File: src/rtl/frame_reader.sv
// frame_reader
//   Walks a WIDTH x HEIGHT frame in raster order, issues pipelined Avalon-MM
//   reads for each pixel, and streams the returned words out with their (x,y)
//   coordinates on a valid/ready interface.
//   Pixel (x,y) lives at ((STRIDE*y + x) * pixel_size + offset) mod 2^32.
//
// Ports
//   clk, reset            clock and synchronous active-high reset
//   start                 one-cycle frame request (ignored while busy)
//   offset, pixel_size    frame base byte address / bytes per pixel
//   busy, done            frame in progress / one-cycle completion pulse
//   avm_*                 Avalon-MM read master (pipelined, in-order responses)
//   pix_data/x/y/valid    pixel stream out, pix_ready from the consumer
module frame_reader #(
  parameter int PIXELBITS  = 6,
  parameter int STRIDE     = 641,
  parameter int WIDTH      = 640,
  parameter int HEIGHT     = 480,
  parameter int FIFO_DEPTH = 8
) (
  input  logic                 clk,
  input  logic                 reset,
  input  logic                 start,
  input  logic [31:0]          offset,
  input  logic [PIXELBITS-1:0] pixel_size,
  output logic                 busy,
  output logic                 done,
  output logic [31:0]          avm_address,
  output logic                 avm_read,
  input  logic                 avm_waitrequest,
  input  logic [31:0]          avm_readdata,
  input  logic                 avm_readdatavalid,
  output logic [31:0]          pix_data,
  output logic [9:0]           pix_x,
  output logic [9:0]           pix_y,
  output logic                 pix_valid,
  input  logic                 pix_ready
);

  localparam int AW = $clog2(FIFO_DEPTH);
  localparam int CW = $clog2(FIFO_DEPTH + 1);
  localparam logic [CW-1:0] DEPTH_C = CW'(FIFO_DEPTH);
  localparam logic [9:0]    X_LAST  = 10'(WIDTH - 1);
  localparam logic [9:0]    Y_LAST  = 10'(HEIGHT - 1);

  typedef enum logic [1:0] {S_IDLE, S_ISSUE, S_DRAIN} state_t;

  state_t        state;
  logic [31:0]   psize_q;
  logic [31:0]   stride_bytes;
  logic [31:0]   row_base;
  logic [31:0]   next_row;
  logic [9:0]    rx, ry, ox, oy;
  logic [CW-1:0] inflight, inflight_nxt;
  logic [CW-1:0] count, count_nxt;
  logic [AW-1:0] wptr, rptr;
  logic [31:0]   mem [FIFO_DEPTH];

  logic accept, pop, push, last_req, last_pix;

  assign accept   = avm_read & ~avm_waitrequest;
  assign pop      = pix_valid & pix_ready;
  assign push     = avm_readdatavalid & (state != S_IDLE);
  assign last_req = (rx == X_LAST) && (ry == Y_LAST);
  assign last_pix = (ox == X_LAST) && (oy == Y_LAST);
  assign next_row = row_base + stride_bytes;

  assign pix_valid = (count != '0);
  assign pix_data  = mem[rptr];
  assign pix_x     = ox;
  assign pix_y     = oy;

  // inflight counts every accepted read not yet handed to the consumer,
  // i.e. outstanding responses plus buffered words; it gates new requests.
  always_comb begin
    inflight_nxt = inflight;
    if (accept && !pop)
      inflight_nxt = inflight + CW'(1);
    else if (!accept && pop)
      inflight_nxt = inflight - CW'(1);
  end

  always_comb begin
    count_nxt = count;
    if (push && !pop)
      count_nxt = count + CW'(1);
    else if (!push && pop)
      count_nxt = count - CW'(1);
  end

  // ---- request stage: FSM, address generation, credit-gated avm_read ----
  always_ff @(posedge clk) begin
    if (reset) begin
      state        <= S_IDLE;
      busy         <= 1'b0;
      done         <= 1'b0;
      avm_read     <= 1'b0;
      avm_address  <= '0;
      psize_q      <= '0;
      stride_bytes <= '0;
      row_base     <= '0;
      rx           <= '0;
      ry           <= '0;
      ox           <= '0;
      oy           <= '0;
      inflight     <= '0;
    end else begin
      done     <= 1'b0;
      inflight <= inflight_nxt;
      case (state)
        S_IDLE: begin
          if (start) begin
            state        <= S_ISSUE;
            busy         <= 1'b1;
            avm_read     <= 1'b1;
            avm_address  <= offset;
            row_base     <= offset;
            psize_q      <= 32'(pixel_size);
            stride_bytes <= 32'(STRIDE) * 32'(pixel_size);
            rx           <= '0;
            ry           <= '0;
            ox           <= '0;
            oy           <= '0;
          end
        end
        S_ISSUE: begin
          if (accept) begin
            // Incremental address: step by pixel_size within a row, by the
            // row pitch in bytes at each row wrap.
            if (rx == X_LAST) begin
              rx          <= '0;
              ry          <= ry + 10'd1;
              row_base    <= next_row;
              avm_address <= next_row;
            end else begin
              rx          <= rx + 10'd1;
              avm_address <= avm_address + psize_q;
            end
            if (last_req) begin
              state    <= S_DRAIN;
              avm_read <= 1'b0;
            end else begin
              avm_read <= (inflight_nxt < DEPTH_C);
            end
          end else if (!avm_read) begin
            // A stalled request stays asserted; only an idle request line
            // re-evaluates credits.
            avm_read <= (inflight_nxt < DEPTH_C);
          end
        end
        S_DRAIN: begin
        end
        default: state <= S_IDLE;
      endcase

      // ---- output stage: coordinate counters and frame completion ----
      if (pop) begin
        if (ox == X_LAST) begin
          ox <= '0;
          oy <= oy + 10'd1;
        end else begin
          ox <= ox + 10'd1;
        end
        if (last_pix) begin
          state <= S_IDLE;
          busy  <= 1'b0;
          done  <= 1'b1;
        end
      end
    end
  end

  // ---- response stage: in-order response buffer ----
  always_ff @(posedge clk) begin
    if (reset) begin
      wptr  <= '0;
      rptr  <= '0;
      count <= '0;
      for (int i = 0; i < FIFO_DEPTH; i++) mem[i] <= '0;
    end else begin
      if (push) begin
        mem[wptr] <= avm_readdata;
        wptr      <= wptr + AW'(1);
      end
      if (pop) rptr <= rptr + AW'(1);
      count <= count_nxt;
    end
  end

endmodule

File: config.mk
export PLATFORM = sky130hd
export DESIGN_NAME = frame_reader
export DESIGN_NICKNAME = d
export VERILOG_FILES = /design/src/rtl/frame_reader.sv
export SDC_FILE = /design/constraint.sdc
export NUM_CORES = 1
export LEC_CHECK = 0
export BUFFER_PORTS_ARGS = -buffer_cell sky130_fd_sc_hd__buf_2
export CORE_ASPECT_RATIO = 1.1
export CORE_MARGIN = 3
export CORE_UTILIZATION = 55
export DETAILED_ROUTE_END_ITERATION = 12
export GPL_TIMING_DRIVEN = 0
export PLACE_DENSITY = 0.84
export SYNTH_ARGS = -nofsm -noshare
export SYNTH_HDL_FRONTEND = slang
export SYNTH_SLANG_ARGS = --single-unit
File: constraint.sdc
create_clock -name clk -period 3.7 [get_ports clk]
set_input_delay 0.74 -clock clk [delete_from_list [all_inputs] [get_ports clk]]
set_output_delay 0.74 -clock clk [all_outputs]
set_load 0.05 [all_outputs]
==> results of run 1 <==
==> registers in the layout, indices dropped and copies added (netlist names), named ones only <==
name / flops
count: 4
wptr: 3
done: 1
avm_address: 32
stride_bytes: 13
rx: 10
mem: 256
row_base: 32
ry: 10
rptr: 3
avm_read: 1
state: 2
pix_y: 10
inflight: 4
busy: 1
pix_x: 10
==> logic make-up (layout without fill, tap and decap cells) <==
| kind of cell | after synthesis | after routing | share of synthesized area |
|---|---|---|---|
| XOR/XNOR | 67 | 67 | 0.0295 |
| AND/OR/NAND/NOR | 681 | 681 | 0.183 |
| multiplexers | 98 | 98 | 0.0916 |
| buffers and inverters | 129 | 368 | 0.0270 |
| flip-flops | 395 | 395 | 0.526 |
| other | 0 | 3 | 0 |
| AO/OA/AOI/OAI | 337 | 337 | 0.109 |
| adder cells (fa/ha/maj) | 50 | 50 | 0.0330 |
==> stage by stage <==
| stage | instances | util | cell area (um2) | setup TNS, ns |
|---|---|---|---|---|
| floorplan | 1757 | - | 19900 | 0 |
| global placement | 2401 | 0.602 | 21300 | -67.39 |
| detailed placement | 2403 | 0.604 | 21400 | -11.49 |
| CTS | 2477 | 0.641 | 22700 | 0 |
| global route | 2479 | 0.642 | 22700 | 0 |
| finish | 2480 | 0.642 | 22700 | 0 |
==> report_power, final <==
| part | leakage, nW | internal, mW | switching (mW) | total [mW] |
|---|---|---|---|---|
| Sequential | 3.78 | 4.96 | 0.233 | 5.19 |
| Combinational | 4.31 | 1.04 | 2.00 | 3.05 |
| Clock | 0.642 | 2.36 | 1.77 | 4.13 |
| Total | 8.73 | 8.36 | 4.01 | 12.4 |
==> layer usage <==
metal	wire [um]	vias to the layer above	share of wire
li1	-	6870	-
met1	21000	7529	0.35
met2	29300	1024	0.49
met3	5850	236	0.098
met4	3210	8	0.054
met5	55	-	0.00093
==> cell type report <==
cell class | count | share of cell area
clock inverter | 24 | 0.0110
sequential | 395 | 0.461
tap | 481 | 0.0265
timing repair buffer | 165 | 0.0383
clock buffer | 51 | 0.0472
buffer | 105 | 0.0201
antenna | 3 | 0.000330
multi-input combinational | 1233 | 0.392
inverter | 23 | 0.00380
==> worst min-delay path: stages <==
cell	delay [ns]
buf_2	0.13
nand2_1	0.06
a21oi_1	0.05
==> timing repair <==
item	4_1_cts	5_1_grt
gates cloned	0	0
gates resized for setup	1	12
endpoints found under the setup margin	32	21
==> worst paths after layout <==
check / cells past startpoint / slack (ns) / from / to
worst max-delay path: 4 / 0.17 / register / pix_data[26]
worst min register to register: 2 / 0.47 / stride_bytes[14]$_SDFFE_PP0P_ / stride_bytes[14]$_SDFFE_PP0P_
worst min-delay path: 3 / 0.46 / pixel_size[0] / stride_bytes[7]$_SDFFE_PP0P_
worst max register to register: 5 / 0.36 / state[1]$_SDFF_PP0_ / mem[4][24]$_SDFFCE_PN0P_
==> layout by cell type, fill, tap and decap left out, types with 64 or more instances in the layout <==
master	Yosys	final
a21oi_1	107	107
mux4_2	64	64
edfxtp_1	256	256
dfxtp_1	139	139
and2_1	263	263
nor2_1	127	127
clkbuf_1	70	72
buf_2	26	188
o21ai_0	68	66
nand2_1	124	124
==> impl_metrics.py, run 1 <==
metrics = {
    "critical_path": {
        "arrival_ns": 2.79,
        "required_ns": 2.96,
        "path_common_cell": "buf_2",
        "crit_type": "register to output pin",
        "path_cells": "buf_2 > mux4_2 > mux2_2 > buf_2",
        "crit_buf_inv": 2,
        "crit_path_end_kind": "output pin",
        "cp_max_fo": 10,
        "crit_path_start_kind": "register",
        "crit_family": "multiplexers",
        "max_stage_delay_ns": 0.68,
        "slowest_stage": "dfxtp_1",
    },
    "global_route": {
        "antenna_found_initial": 6,
        "grt.total_usage": 0.304,
        "grtUsageMet2": 0.527,
        "grt-ovfl-total": 0,
        "busiest_layer": "met2",
        "grt_pass1_vias": 15500,
        "use_met3": 0.0578,
        "grt_start_max_net_pins": 33,
        "use_met1": 0.362,
        "grt_pass1_wl_um": 89600,
    },
    "yosys": {
        "synth_async_sr_flop_share": 0,
        "yosysTopAreaCellShare": 0.386,
        "synthesis.area_mm2": 0.0199,
        "synth-edff-count": 256,
        "yosysTopAreaCell": "edfxtp_1",
        "syn_inst": 1757,
        "yosys-top-cells-area": "edfxtp_1 39%, dfxtp_1 14%, and2_1 8.3%",
        "ys_ff_latch": 395,
        "ys_warn_count": 0,
        "avgSynthCellArea_um2": 11.3,
        "yosysMostFrequentCell": "and2_1",
        "yosysSeqAreaShare": 0.526,
        "netlist_top_cells_count": "263 x and2_1, 256 x edfxtp_1, 139 x dfxtp_1",
        "synth.distinct_cells": 78,
        "synth_ff_type": "edfxtp_1",
        "syn-num-nets": 1883,
    },
    "sta": {
        "max_freq_mhz": 283,
        "hold_viol_final": 0,
        "rsz0062_at_grt": "false",
        "fin_crit_ns": 3.53,
        "postLayoutSetupSlackWorst_ns": 0.165,
        "slew_headroom": 0.329,
        "finClkSkew_ns": 0.0389,
        "maxSlewViolCount": 0,
        "tightest_slew_ns": 1.01,
        "setup-violations-final": 0,
        "worst_hold_slack_ns": 0.459,
        "min_period_over_period": 0.955,
    },
    "floorplan": {
        "die-area_mm2": 0.0385,
        "io_pins": 164,
        "chipHeight_um": 205,
        "core_mm2": 0.0354,
        "initial_core_util": 0.562,
        "num_rows": 72,
        "die_w_um": 187,
    },
    "cts": {
        "root_buffer": "clkbuf_16",
        "cts_setup_buffers": 0,
        "htreeDepth": 2,
        "clk_pin_slew_ns": 0.06,
        "numClockSinks": 395,
        "clockBufferDepth": 3,
        "clk_latency_ns": 0.57,
        "holdBufCountCts": 0,
        "cts_made_buffers": 41,
        "cts_tree": "built",
    },
    "routing": {
        "wl_um": 59400,
        "drt-vias-per-instance": 6.32,
        "ant_nets": 0,
        "first_pass_iters": 6,
        "drt_iter0_markers": 1949,
        "vias": 15700,
        "route.detailed.wl_per_inst_um": 24.0,
        "drc": 0,
    },
    "placement": {
        "pre_cts_slack_ns": -0.286,
        "dp_hpwl_um": 40400,
        "gp_congestion": 1.02,
        "port_buffers": 163,
    },
    "finish": {
        "syn2layout_area_growth_pct": 14.3,
        "fin_nets": 2090,
        "drive_gt1_frac": 0.196,
        "num-fill-cells": 2645,
        "multi_input_area_mm2": 0.00891,
        "register_area_mm2": 0.0105,
    },
    "power": {
        "p_leak_nw": 8.73,
        "powerDensity_mw_per_mm2": 544,
        "ir_drop_mv": 0.379,
        "total_power_mw": 12.4,
    },
    "run_status": {
        "outcome": "finished, final reports clean",
    },
    "run": {
        "cap_violations": 0,
    },
    "min_path": {
        "hold_class": "primary input to register",
    },
}
Power figures use the tool's default switching activity.
==> inputs of run 2 (changes only) <==
==> config.mk (replaced) <==
export PLATFORM = sky130hd
export DESIGN_NAME = frame_reader
export DESIGN_NICKNAME = d
export VERILOG_FILES = /design/src/rtl/frame_reader.sv
export SDC_FILE = /design/constraint.sdc
export NUM_CORES = 1
export LEC_CHECK = 0
export CORE_ASPECT_RATIO = 1.1
export CORE_MARGIN = 3
export CORE_UTILIZATION = 58
export DETAILED_ROUTE_END_ITERATION = 12
export DONT_BUFFER_PORTS = 1
export GPL_ROUTABILITY_DRIVEN = 0
export GPL_TIMING_DRIVEN = 0
export PLACE_DENSITY = 0.83
export SYNTH_ARGS = -nofsm -noshare
export SYNTH_HDL_FRONTEND = slang
export SYNTH_SLANG_ARGS = --single-unit
==> impl_metrics.py, run 2 (same netlist as run 1, synthesis figures left out) <==
metrics = {
    "cts": {
        "cts_made_buffers": 41,
        "clk_pin_slew_ns": 0.06,
        "root_buffer": "clkbuf_16",
        "clockBufferDepth": 3,
        "cts_setup_buffers": 0,
        "cts_tree": "built",
        "clk_latency_ns": 0.55,
        "numClockSinks": 395,
        "holdBufCountCts": 0,
        "htreeDepth": 2,
    },
    "finish": {
        "drive_gt1_frac": 0.122,
        "final_common_cell": "and2_1",
        "syn2layout_area_growth_pct": 9.86,
        "final_cell_mix": "263 x and2_1, 256 x edfxtp_1, 139 x dfxtp_1, 127 x nor2_1, 124 x nand2_1",
        "top_regs": "mem: 256 flops, avm_address: 32 flops, row_base: 32 flops",
        "top_register": "mem",
        "largest_register_ffs": 256,
        "stdcell_count": 2262,
        "fin_nets": 1927,
        "final_cell_area_mm2": 0.0219,
    },
    "sta": {
        "setup-violations-final": 0,
        "max_freq_mhz": 275,
        "maxSlewViolCount": 0,
        "rsz0062_at_grt": "false",
        "hold_viol_final": 0,
        "tightest_slew_ns": 1.19,
        "fin_crit_ns": 3.63,
        "fin_setup_tns_ns": 0,
        "slew_headroom": 0.206,
        "worst_hold_slack_ns": 0.324,
        "min_period_over_period": 0.982,
        "finClkSkew_ns": 0.0308,
    },
    "global_route": {
        "grt_pass1_wl_um": 86400,
        "grt_start_max_net_pins": 33,
        "grt.total_usage": 0.304,
        "grt-ovfl-total": 0,
        "antenna_found_initial": 1,
        "grt_pass1_vias": 15000,
    },
    "power": {
        "p_leak_nw": 8.00,
        "p_seq_frac": 0.441,
        "switching_power_mw": 3.85,
        "pwr-share-comb": 0.215,
        "powerDensity_mw_per_mm2": 558,
        "p_sw_frac": 0.316,
        "p_clk_frac": 0.343,
        "ir_drop_mv": 0.410,
        "total_power_mw": 12.2,
        "intPower_mw": 8.34,
    },
    "routing": {
        "drt_iter0_markers": 1709,
        "drt-vias-per-instance": 6.54,
        "route.detailed.wl_per_inst_um": 24.9,
        "first_pass_iters": 6,
        "wl_um": 56300,
        "drc": 0,
        "ant_nets": 0,
        "vias": 14800,
    },
    "floorplan": {
        "die-area_mm2": 0.0366,
        "core_mm2": 0.0335,
        "num_rows": 70,
        "initial_core_util": 0.593,
        "chipHeight_um": 200,
        "io_pins": 164,
        "die_w_um": 183,
    },
    "placement": {
        "port_buffers": 0,
        "dp_hpwl_um": 37900,
        "dpl.cell_count": 2191,
        "placed_area_mm2": 0.0205,
    },
    "critical_path": {
        "cp_max_fo": 10,
        "crit_path_end_kind": "output pin",
        "crit_path_start_kind": "register",
        "required_ns": 2.96,
        "crit_type": "register to output pin",
        "arrival_ns": 2.89,
    },
    "min_path": {
        "hold_class": "primary input to register",
    },
    "run_status": {
        "outcome": "finished, final reports clean",
    },
    "run": {
        "cap_violations": 0,
    },
}
run 2: through the flow:
step | utilization | worst slack, ns
after floorplan | - | 0.535
after global placement | 0.609 | -1.09
after detailed placement | 0.611 | 0.00411
after CTS | 0.651 | 0.000300
after global routing | 0.651 | 0.0188
final | 0.651 | 0.0668
run 2: area by class of cell:
class                           instances  area [um2]
Antenna cell                            1        2.50
Buffer                                105         450
Clock buffer                           49        1100
Clock inverter                         22         243
Fill cell                            2431       11700
Inverter                               23        86.3
Multi-Input combinational cell       1233        8910
Sequential cell                       395       10500
Tap cell                              432         541
Timing Repair Buffer                    2        47.5
run 2: worst paths after layout:
check / startpoint / to / slack, ns / depth (start not counted)
worst max-delay path: register / pix_data[0] / 0.07 / 4
worst min-delay path: pixel_size[3] / stride_bytes[3]$_SDFFE_PP0P_ / 0.32 / 2
worst max register to register: avm_address[0]$_SDFFE_PP0P_ / avm_address[24]$_SDFFE_PP0P_ / 0.20 / 11
worst min register to register: stride_bytes[12]$_SDFFE_PP0P_ / stride_bytes[12]$_SDFFE_PP0P_ / 0.47 / 2
run 2: power by group through the flow:
stage / Clock (mW) / Sequential, mW / Combinational (mW)
floorplan: 0 / 5.36 / 2.03
global route: 4.39 / 5.41 / 2.80
detailed placement: 0 / 5.44 / 2.58
CTS: 4.22 / 5.37 / 2.59
global placement: 0 / 5.43 / 2.52
finish: 4.19 / 5.38 / 2.62
run 2: critical path, stage by stage, from the launching register on:
cell and delay, ns:
dfxtp_1 0.31, clkbuf_1 0.54, buf_1 0.65, mux4_2 0.43, mux2_2 0.42
run 2: routing by layer:
layer,wire length (um),part of all wire,GRT usage
met3,6340,0.11,0.0861
met5,0,0,0
met4,3200,0.057,0.148
met2,27400,0.49,0.507
met1,19400,0.34,0.361
run 2: repair_timing:
item	CTS	global route
hold endpoints to repair	0	0
endpoints found under the setup margin	19	13
gates resized for setup	1	6
==> inputs of run 3 (changes only) <==
--- a/config.mk
+++ b/config.mk
@@ -7,12 +7,12 @@
 export LEC_CHECK = 0
 export CORE_ASPECT_RATIO = 1.1
 export CORE_MARGIN = 3
-export CORE_UTILIZATION = 58
+export CORE_UTILIZATION = 64
 export DETAILED_ROUTE_END_ITERATION = 12
 export DONT_BUFFER_PORTS = 1
 export GPL_ROUTABILITY_DRIVEN = 0
 export GPL_TIMING_DRIVEN = 0
-export PLACE_DENSITY = 0.83
+export PLACE_DENSITY = 0.87
 export SYNTH_ARGS = -nofsm -noshare
 export SYNTH_HDL_FRONTEND = slang
 export SYNTH_SLANG_ARGS = --single-unit
==> constraint.sdc (replaced) <==
create_clock -name clk -period 3.98 [get_ports clk]
set_input_delay 0.796 -clock clk [delete_from_list [all_inputs] [get_ports clk]]
set_output_delay 0.796 -clock clk [all_outputs]
set_load 0.05 [all_outputs]
==> impl_metrics.py, run 3 (same netlist as run 1, synthesis figures left out) <==
metrics = {
    "run_status": {
        "outcome": "finished, final reports clean",
    },
    "global_route": {
        "use_met1": 0.376,
        "busiest_layer": "met2",
        "grtUsageMet2": 0.561,
        "antenna_found_initial": 3,
        "grt_pass1_wl_um": 85200,
        "use_met3": 0.106,
        "grt-ovfl-total": 0,
        "grt_pass1_vias": 15000,
        "grt.total_usage": 0.334,
        "grt_start_max_net_pins": 33,
    },
    "critical_path": {
        "arrival_ns": 2.94,
        "r2r-start": "avm_address[0]$_SDFFE_PP0P_",
        "reg2regPathDepth": 11,
        "ff2ff_setup_slack_ns": 0.50,
        "rr_endpoint": "avm_address[24]$_SDFFE_PP0P_",
        "crit_type": "register to output pin",
        "required_ns": 3.18,
        "crit_path_end_kind": "output pin",
        "cp_max_fo": 10,
        "crit_path_start_kind": "register",
    },
    "sta": {
        "min_period_over_period": 0.939,
        "max_freq_mhz": 268,
        "fin_crit_ns": 3.74,
        "postLayoutSetupSlackWorst_ns": 0.242,
        "slew_headroom": 0.0675,
        "tightest_slew_ns": 1.40,
        "fin_setup_tns_ns": 0,
        "setup-violations-final": 0,
        "hold_viol_final": 0,
        "finClkSkew_ns": 0.0234,
        "rsz0062_at_grt": "false",
        "maxSlewViolCount": 0,
    },
    "cts": {
        "clk_latency_ns": 0.54,
        "clockBufferDepth": 3,
        "clk_pin_slew_ns": 0.06,
        "cts_tree": "built",
        "htreeDepth": 2,
        "root_buffer": "clkbuf_16",
        "numClockSinks": 395,
        "cts_made_buffers": 39,
        "holdBufCountCts": 0,
    },
    "routing": {
        "first_pass_iters": 5,
        "wl_um": 56200,
        "route.detailed.wl_per_inst_um": 25.0,
        "drc": 0,
        "ant_nets": 0,
        "vias": 15000,
        "drt_iter0_markers": 1655,
        "drt-vias-per-instance": 6.67,
    },
    "floorplan": {
        "initial_core_util": 0.652,
        "core_mm2": 0.0305,
        "chipHeight_um": 191,
        "io_pins": 164,
        "die_w_um": 174,
        "num_rows": 67,
        "die-area_mm2": 0.0332,
    },
    "power": {
        "ir_drop_mv": 0.310,
        "p_seq_frac": 0.459,
        "p_clk_frac": 0.316,
        "powerDensity_mw_per_mm2": 503,
        "p_sw_frac": 0.322,
        "switching_power_mw": 3.50,
        "p_leak_nw": 7.90,
        "intPower_mw": 7.37,
        "pwr-share-comb": 0.225,
    },
    "finish": {
        "fin_nets": 1926,
        "final_cell_area_mm2": 0.0216,
        "num-fill-cells": 2054,
        "top_regs": "mem: 256 flops, avm_address: 32 flops, row_base: 32 flops",
        "register_area_mm2": 0.0105,
        "final_cell_mix": "263 x and2_1, 256 x edfxtp_1, 139 x dfxtp_1, 127 x nor2_1, 124 x nand2_1",
        "top_register": "mem",
        "multi_input_area_mm2": 0.00891,
        "fin_util": 0.709,
        "largest_register_ffs": 256,
        "final_common_cell": "and2_1",
        "syn2layout_area_growth_pct": 8.82,
        "drive_gt1_frac": 0.117,
    },
    "min_path": {
        "hold_class": "primary input to register",
        "hp-start": "pixel_size[4]",
        "whs_endpoint": "stride_bytes[4]$_SDFFE_PP0P_",
        "hold_depth": 2,
    },
    "placement": {
        "dp_hpwl_um": 37400,
        "port_buffers": 0,
        "placed_area_mm2": 0.0205,
        "pre_cts_slack_ns": 0.105,
    },
    "run": {
        "cap_violations": 0,
    },
}
## run 3: stage by stage
step	std cells	power [mW]	hold slack, ns
after floorplan	1757	6.87	0.436
after global placement	2171	7.36	0.461
after detailed placement	2173	7.45	0.471
after CTS	2241	10.8	0.390
after global routing	2242	11.2	0.388
final	2244	10.9	0.403
## run 3: critical path, cell delays in order, from the launching register on
cell and delay (ns):
dfxtp_1 0.31, clkbuf_1 0.54, clkbuf_1 0.69, mux4_2 0.45, mux2_2 0.41
## run 3: cell type report
cell class	count	area share
Tap cell	414	0.0239
Clock inverter	12	0.00312
Multi-Input combinational cell	1233	0.412
Clock buffer	56	0.0505
Buffer	106	0.0209
Timing Repair Buffer	2	0.00185
Inverter	23	0.00399
Antenna cell	3	0.000347
Sequential cell	395	0.484
## run 3: power by group through the flow
stage	Combinational (mW)	Sequential [mW]	Clock [mW]
6_report	2.44	5.00	3.44
3_3_place_gp	2.32	5.05	0
2_1_floorplan	1.89	4.99	0
5_1_grt	2.60	5.02	3.61
3_5_place_dp	2.38	5.07	0
4_1_cts	2.41	4.98	3.45
## run 3: metal layers
metal | up-vias | routed length, um | share of wire
li1 | 6536 | - | -
met4 | 0 | 3760 | 0.067
met5 | - | 0 | 0
met3 | 286 | 6980 | 0.12
met2 | 995 | 26800 | 0.48
met1 | 7159 | 18600 | 0.33
## run 3: worst max-delay path by stage
stage              from                      end
2_1_floorplan     reset  mem[7][0]$_SDFFCE_PN0P_
4_1_cts        register             pix_data[23]
6_report       register             pix_data[23]
5_1_grt        register             pix_data[15]
3_3_place_gp      reset  mem[7][8]$_SDFFCE_PN0P_
3_5_place_dp      reset  mem[6][8]$_SDFFCE_PN0P_
## run 3: what timing repair did
item	CTS	global route
setup endpoints to repair	0	1
gates resized for setup	0	1
setup buffers	0	0
